File: src/rtl/alu_issue_arbiter.sv
// alu_issue_arbiter: round-robin issue of one operation at a time from two
// requesters onto a shared combinational ALU, with a programmable settle
// latency and a tagged valid/ready response channel.
module alu_issue_arbiter #(
    parameter int unsigned ALU_LAT = 1
) (
    input  logic        clk,
    input  logic        rst,
    input  logic [1:0]  req_valid,
    output logic [1:0]  req_ready,
    input  logic [31:0] req0_instr,
    input  logic [31:0] req1_instr,
    input  logic [31:0] req0_a,
    input  logic [31:0] req1_a,
    input  logic [31:0] req0_b,
    input  logic [31:0] req1_b,
    output logic [31:0] alu_instruction,
    output logic [31:0] alu_regA,
    output logic [31:0] alu_regB,
    input  logic [31:0] alu_result,
    input  logic [2:0]  alu_flags,
    output logic        rsp_valid,
    input  logic        rsp_ready,
    output logic        rsp_id,
    output logic [31:0] rsp_result,
    output logic [2:0]  rsp_flags,
    output logic        busy
);

    localparam int unsigned CNT_W = 2;

    typedef enum logic [1:0] {
        IDLE = 2'd0,
        WAIT = 2'd1,
        RESP = 2'd2
    } state_t;

    state_t      state_q, state_d;
    logic        prio_q, prio_d;
    logic        owner_q, owner_d;
    logic [CNT_W-1:0] cnt_q, cnt_d;
    logic [31:0] instr_q, instr_d;
    logic [31:0] a_q, a_d;
    logic [31:0] b_q, b_d;
    logic        rsp_id_q, rsp_id_d;
    logic [31:0] rsp_result_q, rsp_result_d;
    logic [2:0]  rsp_flags_q, rsp_flags_d;
    logic        grant;

    // Round-robin pick: prio breaks ties, otherwise the lone requester wins.
    always_comb begin
        grant = 1'b0;
        if (req_valid == 2'b11) begin
            grant = prio_q;
        end else if (req_valid[1]) begin
            grant = 1'b1;
        end
    end

    // Next-state, datapath capture and handshake outputs.
    always_comb begin
        state_d      = state_q;
        prio_d       = prio_q;
        owner_d      = owner_q;
        cnt_d        = cnt_q;
        instr_d      = instr_q;
        a_d          = a_q;
        b_d          = b_q;
        rsp_id_d     = rsp_id_q;
        rsp_result_d = rsp_result_q;
        rsp_flags_d  = rsp_flags_q;
        req_ready    = '0;

        case (state_q)
            IDLE: begin
                if (|req_valid) begin
                    req_ready = grant ? 2'b10 : 2'b01;
                    owner_d   = grant;
                    instr_d   = grant ? req1_instr : req0_instr;
                    a_d       = grant ? req1_a : req0_a;
                    b_d       = grant ? req1_b : req0_b;
                    cnt_d     = CNT_W'(ALU_LAT - 1);
                    state_d   = WAIT;
                end
            end
            WAIT: begin
                if (cnt_q != '0) begin
                    cnt_d = cnt_q - 1'b1;
                end else begin
                    rsp_result_d = alu_result;
                    rsp_flags_d  = alu_flags;
                    rsp_id_d     = owner_q;
                    state_d      = RESP;
                end
            end
            RESP: begin
                if (rsp_ready) begin
                    prio_d  = ~owner_q;
                    state_d = IDLE;
                end
            end
            default: begin
                state_d = IDLE;
            end
        endcase
    end

    // State register; reset wins over any accept, capture or handshake.
    always_ff @(posedge clk) begin
        if (rst) begin
            state_q      <= IDLE;
            prio_q       <= 1'b0;
            owner_q      <= 1'b0;
            cnt_q        <= '0;
            instr_q      <= '0;
            a_q          <= '0;
            b_q          <= '0;
            rsp_id_q     <= 1'b0;
            rsp_result_q <= '0;
            rsp_flags_q  <= '0;
        end else begin
            state_q      <= state_d;
            prio_q       <= prio_d;
            owner_q      <= owner_d;
            cnt_q        <= cnt_d;
            instr_q      <= instr_d;
            a_q          <= a_d;
            b_q          <= b_d;
            rsp_id_q     <= rsp_id_d;
            rsp_result_q <= rsp_result_d;
            rsp_flags_q  <= rsp_flags_d;
        end
    end

    assign alu_instruction = instr_q;
    assign alu_regA        = a_q;
    assign alu_regB        = b_q;
    assign rsp_valid       = (state_q == RESP);
    assign rsp_id          = rsp_id_q;
    assign rsp_result      = rsp_result_q;
    assign rsp_flags       = rsp_flags_q;
    assign busy            = (state_q != IDLE);

endmodule

File: config.mk
export PLATFORM = sky130hd
export DESIGN_NAME = alu_issue_arbiter
export DESIGN_NICKNAME = d
export VERILOG_FILES = /design/src/rtl/alu_issue_arbiter.sv
export SDC_FILE = /design/constraint.sdc
export NUM_CORES = 1
export LEC_CHECK = 0
export BUFFER_PORTS_ARGS = -buffer_cell sky130_fd_sc_hd__buf_2
export CAP_MARGIN = 10
export CORE_AREA = 2 2 145 147
export DETAILED_ROUTE_END_ITERATION = 12
export DIE_AREA = 0 0 147 149
export MAX_ROUTING_LAYER = met4
export SETUP_SLACK_MARGIN = 0.02
export SLEW_MARGIN = 20
export SYNTH_ARGS = -nofsm -noshare
export SYNTH_HDL_FRONTEND = slang
export SYNTH_SLANG_ARGS = --single-unit
File: constraint.sdc
create_clock -name clk -period 1.8 [get_ports clk]
set_input_delay 0.18 -clock clk [delete_from_list [all_inputs] [get_ports clk]]
set_output_delay 0.18 -clock clk [all_outputs]
set_load 0.01 [all_outputs]
==> results.json <==
{
  "synth_top_area_cell": "dfxtp_1",
  "synth_mux_area_frac": 0.00167,
  "cts_buffers": 17,
  "grt.overflow.total": 0,
  "areaGrowthSynthToFinish_pct": 55.2,
  "vdd_ir_drop_max_mv": 0.505,
  "r2r_slack_ns": 0.26,
  "whs_endpoint": "rsp_flags[2]$_SDFFE_PP0P_",
  "syn_area_mm2": 0.00600,
  "crit_path_max_incr_delay_ns": 0.38,
  "cts_htree_levels": 4,
  "min-delay-start": "alu_flags[2]",
  "grt_pass1_vias": 7240,
  "synth_edf_count": 0,
  "drc": 0,
  "r2r_cells": 6,
  "async_reset_ff_frac": 0,
  "cts_tree": "done",
  "crit_path_cell_trace": "nor2_4 > buf_12 > nand3_1 > inv_1 > buf_2",
  "yosysSeqAreaShare": 0.460,
  "timing.final.crit_period_ns": 1.71,
  "dp_hpwl_um": 15800,
  "start_util": 0.292,
  "cp_top_family": "buffers and inverters",
  "grt_usage": 0.230,
  "setup.worst_path.start": "state_q[1]$_SDFFE_PP0P_",
  "crit_buf_inv": 3,
  "cp_max_fo": 19,
  "synth-xor-area-share": 0,
  "synth_compound_gate_area_share": 0.218,
  "die_area_mm2": 0.0219,
  "tns_ns": 0,
  "cts_buffer_depth": 2,
  "final_net_count": 1349,
  "path_clk_slew_ns": 0.06,
  "reg2reg_to": "rsp_result[8]$_SDFFE_PP0P_",
  "dieWidth_um": 147,
  "fin_crit_sh": 0.948,
  "cp_slowest_cell": "dfxtp_2",
  "critPathLaunchType": "flop",
  "clock_latency_ns": 0.42,
  "syn_nets": 992,
  "postSynthCellCount": 759,
  "synth.area.top_cells": "dfxtp_1, a31oi_1, nand4_1",
  "vias": 7522,
  "reg2reg_from": "cnt_q[0]$_SDFFE_PP0P_",
  "hold_path_class": "in2reg",
  "antenna_found_initial": 2,
  "layout-drive-gt1-share": 0.389,
  "dieHeight_um": 149,
  "final_cells": 1404,
  "critical_path_class": "reg2out",
  "required_ns": 1.62,
  "avgRoutedWirePerCell_um": 18.1,
  "synth_fa_ha_area_frac": 0.00208,
  "core_mm2": 0.0206,
  "endpoint_kind": "output pin",
  "grt_pass1_wl_um": 39100,
  "drt-vias-per-instance": 5.36,
  "drtIter0Drc": 441,
  "dr.pass1.iters": 5,
  "relSlewSlack": 0.585,
  "outcome": "finished, final reports clean",
  "setup_viol": 0,
  "power_leakage_nw": 4.06,
  "routed_wl_um": 25400,
  "holdPathStages": 3,
  "hold_viol_final": 0,
  "synth_top_area_frac": 0.460,
  "clock-sinks": 138,
  "fin_skew_ns": 0.00761,
  "synth-simple-area-share": 0.245,
  "ant_nets": 0,
  "ys_types": 29,
  "synth_top_family_by_area": "simple AND/OR/NAND/NOR gates",
  "power_mw": 9.65,
  "yosys_warnings": 0,
  "dp_cells": 1331,
  "yosysMostFrequentCell": "dfxtp_1",
  "numPortBuffers": 367,
  "grt_max_degree": 58,
  "synth-seq-cells": 138,
  "avgSynthCellArea_um2": 7.91,
  "ioPinCount": 368,
  "synth_ff_type": "dfxtp_1",
  "synth.top_cells.by_count": "dfxtp_1, o21ai_0, nand3_1",
  "arrival_ns": 1.53,
  "maxSlewViolCount": 0,
  "p_per_area_mw_per_mm2": 1040,
  "worstMarginPinSlew_ns": 0.623,
  "cts_root_buf": "clkbuf_16",
  "num_rows": 53,
  "place_congestion": 0.800,
  "rsz0062_at_grt": "no",
  "maxCapViolCount": 0,
  "max_freq_ghz": 0.586
}
what timing repair did:
item | 4_1_cts | 5_1_grt
hold buffers | 34 | 0
resized for setup | 4 | 3
cloned | 3 | 0
hold endpoints to repair | 34 | 0
pin swaps | 0 | 1
setup buffers | 3 | 1
endpoints found under the setup margin | 3 | 2
final cells by class:
cell class,instances,area [um^2]
repair buffers,434,2660
diodes,1,2.50
well taps,275,344
flip-flops and latches,138,2770
inverters,5,21.3
clock inverters,10,214
multi-input cells,520,2850
clock buffers,21,460
fillers,2095,11200
layer usage:
| metal | vias up | part of all wire | routed length [um] | track usage |
|---|---|---|---|---|
| met5 | - | 0 | 0 | - |
| met4 | 0 | 0.017 | 423 | 0.0716 |
| met3 | 33 | 0.081 | 2060 | 0.0483 |
| met2 | 393 | 0.49 | 12500 | 0.385 |
| met1 | 3530 | 0.41 | 10400 | 0.280 |
| li1 | 3566 | - | - | - |
cells in the final DEF (no fill, tap or decap), types with 2 or more instances in the layout:
master	instances
nand2b_1	2
clkbuf_16	17
dfxtp_1	135
nand4_1	96
buf_4	18
clkinv_4	2
clkbuf_1	2
dfxtp_2	3
nand2_1	72
nand3b_1	2
buf_2	365
dlygate4sd3_1	34
nand3_1	97
clkbuf_8	2
a21oi_1	40
bufbuf_16	2
inv_1	4
bufinv_16	6
nor2_4	2
a31oi_1	96
or4b_1	2
buf_12	14
o21ai_0	98
metrics by stage:
step	utilization	worst slack [ns]	hold WS, ns	instance area (um^2)
final	0.453	0.0937	0.0202	9320
after CTS	0.452	0.0180	0.0000421	9290
after global routing	0.453	0.0221	0.00922	9320
after floorplan	-	0.392	0.272	6000
after detailed placement	0.397	0.219	0.427	8170
after global placement	0.397	0.271	0.420	8170
how the worst max path moves through the flow:
stage,endpoint,cells past startpoint
final,req_ready[1],5
after global placement,alu_regB[7]$_SDFFE_PP0P_,5
after global routing,req_ready[1],5
after CTS,req_ready[0],4
after detailed placement,alu_regB[7]$_SDFFE_PP0P_,5
after floorplan,req_ready[0],6
logic make-up (layout without fill, tap and decap cells):
family                   Yosys count  after routing
AO/OA/AOI/OAI                    236            236
adder cells (fa/ha/maj)            1              1
buffers and inverters            102            470
flip-flops                       138            138
multiplexers                       1              1
other                              0              1
AND/OR/NAND/NOR                  281            282
state kept, by name (all words and copies together), names as in the netlist:
register,flops
alu_regA,32
rsp_flags,3
rsp_result,32
alu_regB,32
cnt_q,2
owner_q,1
rsp_id,1
alu_instruction,32
prio_q,1
state_q,2
worst reg2reg max path, stage by stage (launching register included):
cell     delay, ns
dfxtp_1       0.32
inv_1         0.06
ha_1          0.23
and3b_1       0.18
buf_4         0.35
nand2_1       0.11
a21oi_1       0.19
power breakdown:
part | switching, mW | internal, mW
Sequential | 0.148 | 3.34
Clock | 1.39 | 2.68
Combinational | 1.20 | 0.895
(Power assumes the default switching activity.)
